**src/rtl/ifetch_ctrl.sv**
```systemverilog
// Instruction fetch controller: issues sequential fetches to a synchronous
// instruction memory with valid/ready handoff to decode and branch redirects.
// Optional misaligned-redirect trap is enabled by defining IFU_MISALIGN_CHECK_EN.
module ifetch_ctrl #(
    parameter logic [31:0] RESET_PC = 32'h0000_0000
) (
    input  logic        clk_i,
    input  logic        rst_i,
    output logic        imem_rden_o,
    output logic [31:0] imem_addr_o,
    input  logic [31:0] imem_data_i,
    output logic [31:0] instr_o,
    output logic [31:0] pc_o,
    output logic        instr_valid_o,
    input  logic        instr_ready_i,
    input  logic        redirect_i,
    input  logic [31:0] redirect_pc_i,
    output logic [31:0] fetch_cnt_o,
    output logic        misalign_o
);

    localparam logic [31:0] NOP = 32'h0000_0013;

    typedef enum logic [1:0] {
        BOOT = 2'd0,
        RUN  = 2'd1,
        HALT = 2'd2
    } state_t;

    state_t      r_state;
    state_t      w_state_nxt;
    logic [31:0] r_fetch_pc;
    logic [31:0] w_fetch_pc_nxt;
    logic        r_inflight_v;
    logic        w_inflight_v_nxt;
    logic [31:0] r_inflight_pc;
    logic [31:0] w_inflight_pc_nxt;
    logic [31:0] r_fetch_cnt;

    logic        w_valid;
    logic        w_xfer;
    logic        w_issue;
    logic        w_misalign_bad;
    logic [31:0] w_redir_pc;

`ifdef IFU_MISALIGN_CHECK_EN
    logic        r_misalign;

    assign w_misalign_bad = redirect_i && (redirect_pc_i[1:0] != 2'b00);
    assign w_redir_pc     = redirect_pc_i;
    assign misalign_o     = r_misalign;

    // Sticky misalign flag, cleared only by reset
    always_ff @(posedge clk_i or posedge rst_i) begin
        if (rst_i) begin
            r_misalign <= 1'b0;
        end else if (w_misalign_bad && (r_state != HALT)) begin
            r_misalign <= 1'b1;
        end else begin
            r_misalign <= r_misalign;
        end
    end
`else
    assign w_misalign_bad = 1'b0;
    assign w_redir_pc     = redirect_pc_i & 32'hFFFF_FFFC;
    assign misalign_o     = 1'b0;
`endif

    assign w_valid       = r_inflight_v && (r_state == RUN) && !redirect_i;
    assign w_xfer        = w_valid && instr_ready_i;
    assign w_issue       = !r_inflight_v || instr_ready_i;
    assign instr_valid_o = w_valid;
    assign instr_o       = w_valid ? imem_data_i : NOP;
    assign pc_o          = r_inflight_pc;
    assign fetch_cnt_o   = r_fetch_cnt;

    // Next-state, fetch issue and in-flight tracking
    always_comb begin
        w_state_nxt       = r_state;
        w_fetch_pc_nxt    = r_fetch_pc;
        w_inflight_v_nxt  = r_inflight_v;
        w_inflight_pc_nxt = r_inflight_pc;
        imem_rden_o       = 1'b0;
        imem_addr_o       = r_fetch_pc;
        case (r_state)
            BOOT: begin
                w_state_nxt = RUN;
                if (redirect_i) begin
                    if (w_misalign_bad) begin
                        w_state_nxt = HALT;
                    end else begin
                        w_fetch_pc_nxt = w_redir_pc;
                    end
                end else begin
                    w_fetch_pc_nxt = r_fetch_pc;
                end
            end
            RUN: begin
                if (redirect_i) begin
                    if (w_misalign_bad) begin
                        w_state_nxt      = HALT;
                        w_inflight_v_nxt = 1'b0;
                    end else begin
                        imem_rden_o       = 1'b1;
                        imem_addr_o       = w_redir_pc;
                        w_inflight_pc_nxt = w_redir_pc;
                        w_inflight_v_nxt  = 1'b1;
                        w_fetch_pc_nxt    = w_redir_pc + 32'd4;
                    end
                end else if (w_issue) begin
                    imem_rden_o       = 1'b1;
                    imem_addr_o       = r_fetch_pc;
                    w_inflight_pc_nxt = r_fetch_pc;
                    w_inflight_v_nxt  = 1'b1;
                    w_fetch_pc_nxt    = r_fetch_pc + 32'd4;
                end else if (w_xfer) begin
                    w_inflight_v_nxt = 1'b0;
                end else begin
                    w_inflight_v_nxt = r_inflight_v;
                end
            end
            HALT: begin
                w_inflight_v_nxt = 1'b0;
            end
            default: begin
                w_state_nxt      = BOOT;
                w_inflight_v_nxt = 1'b0;
            end
        endcase
    end

    // State and fetch bookkeeping registers
    always_ff @(posedge clk_i or posedge rst_i) begin
        if (rst_i) begin
            r_state       <= BOOT;
            r_fetch_pc    <= RESET_PC;
            r_inflight_pc <= RESET_PC;
            r_inflight_v  <= 1'b0;
        end else begin
            r_state       <= w_state_nxt;
            r_fetch_pc    <= w_fetch_pc_nxt;
            r_inflight_pc <= w_inflight_pc_nxt;
            r_inflight_v  <= w_inflight_v_nxt;
        end
    end

    // Count of instructions handed to decode
    always_ff @(posedge clk_i or posedge rst_i) begin
        if (rst_i) begin
            r_fetch_cnt <= 32'd0;
        end else if (w_xfer) begin
            r_fetch_cnt <= r_fetch_cnt + 32'd1;
        end else begin
            r_fetch_cnt <= r_fetch_cnt;
        end
    end

endmodule

```
**config.mk**
```make
export PLATFORM = sky130hd
export DESIGN_NAME = ifetch_ctrl
export DESIGN_NICKNAME = d
export VERILOG_FILES = /design/src/rtl/ifetch_ctrl.sv
export SDC_FILE = /design/constraint.sdc
export NUM_CORES = 1
export LEC_CHECK = 0
export BUFFER_PORTS_ARGS = -buffer_cell sky130_fd_sc_hd__buf_4
export CORE_MARGIN = 8
export CORE_UTILIZATION = 55
export CTS_BUF_LIST = sky130_fd_sc_hd__clkbuf_8
export DETAILED_ROUTE_END_ITERATION = 10
export MAX_ROUTING_LAYER = met4
export PLACE_DENSITY = 0.85
export SLEW_MARGIN = 20
export SYNTH_ARGS = -nofsm -noshare
export SYNTH_HDL_FRONTEND = slang
export SYNTH_SLANG_ARGS = --single-unit
```
**constraint.sdc**
```tcl
create_clock -name clk_i -period 5.4 [get_ports clk_i]
set_input_delay 1.35 -clock clk_i [delete_from_list [all_inputs] [get_ports clk_i]]
set_output_delay 1.35 -clock clk_i [all_outputs]
set_load 0.005 [all_outputs]
```
==> results.yml, run 1 <==
status:
  status: "complete, no violations"
global_routing:
  grt_first_pass_wirelength_um: 28500
  grt.overflow.total: 0
  antenna_found_initial: 0
  grt_pass1_vias: 5647
  grt_max_degree: 89
  grt_usage_pct: 24.2
finish:
  drive_gt1_share_pct: 33.0
  final_nets: 914
  layout_common_cells: "198 x buf_4, 98 x dfrtp_1, 71 x nand2_1"
  area_delta_synth_final_pct: 27.3
  final_common_cell: "buf_4"
  fin_util_pct: 70.6
  diodes: 0
routing:
  drtIter0Drc: 478
  drt_wl_total_um: 17900
  wl_per_cell_um: 18.0
  firstDrtPassIters: 5
  vias: 5640
  drc: 0
  viasPerCell: 5.69
  drtAntennaViolNets: 0
logic_synthesis:
  yosys.area.top_type: "dfrtp_1"
  ys_ff_latch: 98
  ys_top_cells_by_area: "dfrtp_1 39%, mux2_2 6.1%, mux2i_1 5.3%"
  synthCells: 674
  yosysWarningCount: 0
  synth_enable_flop_cells: 0
  synth_area_mm2: 0.00625
  post_synth.cell_area_avg_um2: 9.27
  netlist.area_leader.share_pct: 39.3
  synth.distinct_cells: 62
  ys.flop_type: "dfrtp_1"
  syn_nets: 744
  synth-seq-area-share_pct: 39.3
  async_flop_share_pct: 100
clock_tree:
  root_buffer: "clkbuf_8"
  clk_latency_ns: 0.38
  holdBufCountCts: 0
  cts.sinks: 98
  h-tree-depth: 3
  cts_tree: "yes"
  cts_setup_buffers: 0
  cts.repair.resized: 0
  clkSlewWorstSetupHoldPaths_ns: 0.11
  cts.path.max_buffers: 2
  cts_made_buffers: 9
setup_path:
  crit_path_start_kind: "input port"
  worstSetupStartpoint: "redirect_i"
  crit_fanout: 38
  arrival_ns: 2.91
  reg2reg_from: "r_state[0]"
  worstPathRequired_ns: 4.05
  reg2reg_depth: 6
  crit_type: "input port to output pin"
  crit_path_end_kind: "output pin"
timing:
  setup_violations: 0
  slew-limit-headroom_pct: 31.5
  period_share_pct: 78.9
  finClkSkew_ns: 0.0115
  rsz0062_at_grt: "false"
  setup-tns-final_ns: 0
  max_freq_mhz: 235
  min_period_ns: 4.26
  finalHoldViolCount: 0
  maxSlewViolCount: 0
  worst_slew_pin_slew_ns: 1.03
hold_path:
  hold_depth: 1
  hp-class: "flop to flop"
  hp-start: "fetch_cnt_o[31]"
floorplan:
  start_util_pct: 55.4
  chipWidth_um: 123
  dieArea_mm2: 0.0150
  die_h_um: 123
  ios: 199
  rows: 39
  core-area_mm2: 0.0113
place:
  gp_congestion: 0.884
  portBuffers: 195
  place_hpwl_um: 13400
pwr:
  power.density_mw_per_mm2: 239
  power.leakage_nw: 3.76
  total_power_w: 0.00190
  ir_drop_mv: 0.144
flow_run:
  drv_cap: 0
[worst paths after layout]
check / end / slack, ns
max: imem_addr_o[9] / 1.14
min: fetch_cnt_o[31] / 0.48
max reg2reg: fetch_cnt_o[25] / 2.19
min reg2reg: fetch_cnt_o[31] / 0.48
max in group asynchronous: r_fetch_pc[10] / 3.29
min in group asynchronous: fetch_cnt_o[22] / 1.17
[flip-flops by register name, summed over array words and instances, names as in the netlist]
| register | flops |
|---|---|
| fetch_cnt_o | 32 |
| pc_o | 32 |
| r_fetch_pc | 32 |
| r_inflight_v | 1 |
| r_state | 1 |
[cell type report]
| cell class | count | area, um^2 |
|---|---|---|
| fillers | 849 | 3320 |
| repair buffers | 199 | 1510 |
| multi-input cells | 518 | 3540 |
| clock inverters | 7 | 82.6 |
| well taps | 143 | 179 |
| clock buffers | 9 | 124 |
| flip-flops and latches | 98 | 2450 |
| inverters | 18 | 70.1 |
[layer usage]
| layer | track usage, % | wire length [um] |
|---|---|---|
| met1 | 30.4 | 7660 |
| met2 | 38.5 | 8850 |
| met3 | 4.05 | 874 |
| met4 | 9.37 | 484 |
| met5 | - | 0 |
[critical path, stage by stage]
cell and delay, ns:
buf_4 0.34, nand2_1 0.42, buf_12 0.31, mux2_2 0.31
buf_4 0.15
[logic make-up after synthesis]
| logic type | count (synthesis) | share of synthesized area [%] |
|---|---|---|
| and+or+nand+nor | 262 | 24.1 |
| muxes | 68 | 11.6 |
| AOI/OAI and AO/OA | 142 | 14.3 |
| adders and majority gates | 2 | 0.400 |
| xor gates and xnor gates | 42 | 5.89 |
| buffers and inverters | 58 | 4.27 |
| other | 2 | 0.120 |
| DFF | 98 | 39.3 |
[per-stage QoR]
| step | cells | instance area [um^2] | hold slack (ns) | setup WS, ns |
|---|---|---|---|---|
| CTS | 992 | 7950 | 0.486 | 1.14 |
| floorplan | 674 | 6250 | 0.468 | 1.48 |
| global route | 992 | 7950 | 0.503 | 1.01 |
| global placement | 976 | 7750 | 0.463 | 1.19 |
| finish | 992 | 7950 | 0.482 | 1.14 |
| detailed placement | 976 | 7750 | 0.466 | 1.14 |
[synth_stat cells, drive strengths merged (6+ instances only)]
library cell,n
a211oi,9
a21oi,29
a22oi,10
and2,39
and3,6
buf,20
clkbuf,20
dfrtp,98
inv,18
mux2,34
mux2i,34
nand2,71
nand2b,21
nand3,38
nand3b,8
nand4,15
nor2,31
nor3,13
o21ai,66
o21bai,6
xnor2,24
xor2,18
[where the power goes]
| group | internal [W] | leakage, nW | total (W) | switching (W) |
|---|---|---|---|---|
| clock | 0.000223 | 0.0988 | 0.000512 | 0.000290 |
| sequential | 0.000810 | 1.22 | 0.000890 | 0.0000801 |
| combinational | 0.000261 | 2.44 | 0.000500 | 0.000239 |
(Power assumes the default switching activity.)
==> run 2, diff against run 1 <==
CORE_UTILIZATION = 53   (was 55)
PLACE_DENSITY = 0.83   (was 0.85)
clock period = 4.45 ns   (was 5.4 ns; I/O delays follow)
==> results.yml, run 2 (synthesis results as in run 1) <==
timing:
  maxSlewViolCount: 0
  slew-limit-headroom_pct: 34.0
  setup_violations: 0
  setup-tns-final_ns: 0
  rsz0062_at_grt: "false"
  worst_slew_pin_slew_ns: 0.990
  min_period_ns: 3.63
  finalHoldViolCount: 0
  finClkSkew_ns: 0.0174
  max_freq_mhz: 276
  period_share_pct: 81.5
global_routing:
  grt_pass1_vias: 5698
  grt.overflow.total: 0
  antenna_found_initial: 0
  grt_first_pass_wirelength_um: 28700
  grt_max_degree: 62
  grt_usage_pct: 22.7
setup_path:
  arrival_ns: 2.51
  crit_type: "input port to output pin"
  r2r-end: "fetch_cnt_o[30]"
  worstPathRequired_ns: 3.34
  worstSetupStartpoint: "redirect_i"
  slowest_delay_ns: 0.84
  crit_fanout: 37
  slowest_stage: "and3b_1"
  crit_path_start_kind: "input port"
  regToRegSetupSlack_ns: 1.26
  reg2reg_from: "r_state[0]"
  crit_path_end_kind: "output pin"
  reg2reg_depth: 6
  cpMostUsedCell: "buf_4"
  worstPathCellList: "buf_4 > and3b_1 > and2_1 > buf_4"
finish:
  multiInputGateArea_mm2: 0.00354
  final_common_cell: "buf_4"
  drive_gt1_share_pct: 33.5
  fillCellCount: 908
  diodes: 0
  area_delta_synth_final_pct: 27.4
  layout_common_cells: "205 x buf_4, 98 x dfrtp_1, 71 x nand2_1"
  seqCellArea_mm2: 0.00245
  final_area_mm2: 0.00796
  final_nets: 920
clock_tree:
  cts.path.max_buffers: 2
  cts.sinks: 98
  h-tree-depth: 3
  holdBufCountCts: 0
  cts_setup_buffers: 0
  cts.repair.resized: 0
  clk_latency_ns: 0.38
  cts_made_buffers: 9
  cts_tree: "yes"
  root_buffer: "clkbuf_8"
  clkSlewWorstSetupHoldPaths_ns: 0.11
hold_path:
  hp-start: "fetch_cnt_o[31]"
  hold_depth: 1
  hp-class: "flop to flop"
  hold_path_end: "fetch_cnt_o[31]"
routing:
  drc: 0
  drtIter0Drc: 518
  vias: 5668
  wl_per_cell_um: 17.8
  wl_met1_um: 7820
  dr_wl_met3_um: 781
  maxUsedRoutingLayer: "met4"
  drtAntennaViolNets: 0
  drt_wl_total_um: 17800
  viasPerCell: 5.68
  dr_wl_met2_um: 8600
  firstDrtPassIters: 7
flow_run:
  drv_cap: 0
status:
  status: "complete, no violations"
place:
  place_area_mm2: 0.00778
  place_hpwl_um: 13500
  gp_congestion: 0.853
  portBuffers: 195
pwr:
  power.leakage_nw: 3.78
  ir_drop_mv: 0.169
  power.density_mw_per_mm2: 284
floorplan:
  chipWidth_um: 125
  core-area_mm2: 0.0115
  dieArea_mm2: 0.0155
  die_h_um: 125
  rows: 39
  start_util_pct: 54.5
  ios: 199
run 2: area by class of cell:
cell class | instances | share of cell area (%)
clock inverters | 7 | 0.723
clock buffers | 9 | 1.56
flip-flops and latches | 98 | 30.8
repair buffers | 205 | 19.3
inverters | 18 | 0.880
multi-input cells | 518 | 44.5
well taps | 143 | 2.25
run 2: worst max-delay path by stage:
stage / to / slack [ns] / cells past startpoint
after floorplan: fetch_cnt_o[0] / 0.78 / 1
after CTS: instr_o[19] / 0.82 / 4
after global routing: instr_o[19] / 0.67 / 3
after global placement: r_fetch_pc[19] / 0.88 / 9
final: instr_o[19] / 0.82 / 4
after detailed placement: r_fetch_pc[19] / 0.78 / 9
run 2: per-layer routing:
metal | vias to the layer above | GRT usage (%)
met5 | - | -
met4 | 0 | 11.1
met3 | 42 | 2.21
met2 | 205 | 35.3
met1 | 2717 | 29.0
li1 | 2704 | -
run 2: stage by stage:
step	cells	hold slack (ns)	utilization (%)	total power (W)	setup slack, ns
global route	998	0.519	69.4	0.00238	0.669
detailed placement	982	0.466	67.8	0.00171	0.778
floorplan	674	0.468	-	0.00139	0.775
finish	998	0.484	69.4	0.00226	0.823
CTS	998	0.489	69.4	0.00228	0.822
global placement	982	0.464	67.8	0.00168	0.885
run 2: worst max-delay path, delay by kind of cell:
| family | cells | cell delay [ns] |
|---|---|---|
| AND/OR/NAND/NOR | 2 | 1.09 |
| buffers and inverters | 2 | 0.30 |
run 2: report_power, final:
part,total (W),switching [W],internal (W),leakage (nW)
clock network,0.000569,0.000355,0.000214,0.0954
logic,0.000610,0.000292,0.000318,2.46
registers,0.00108,0.0000976,0.000983,1.22
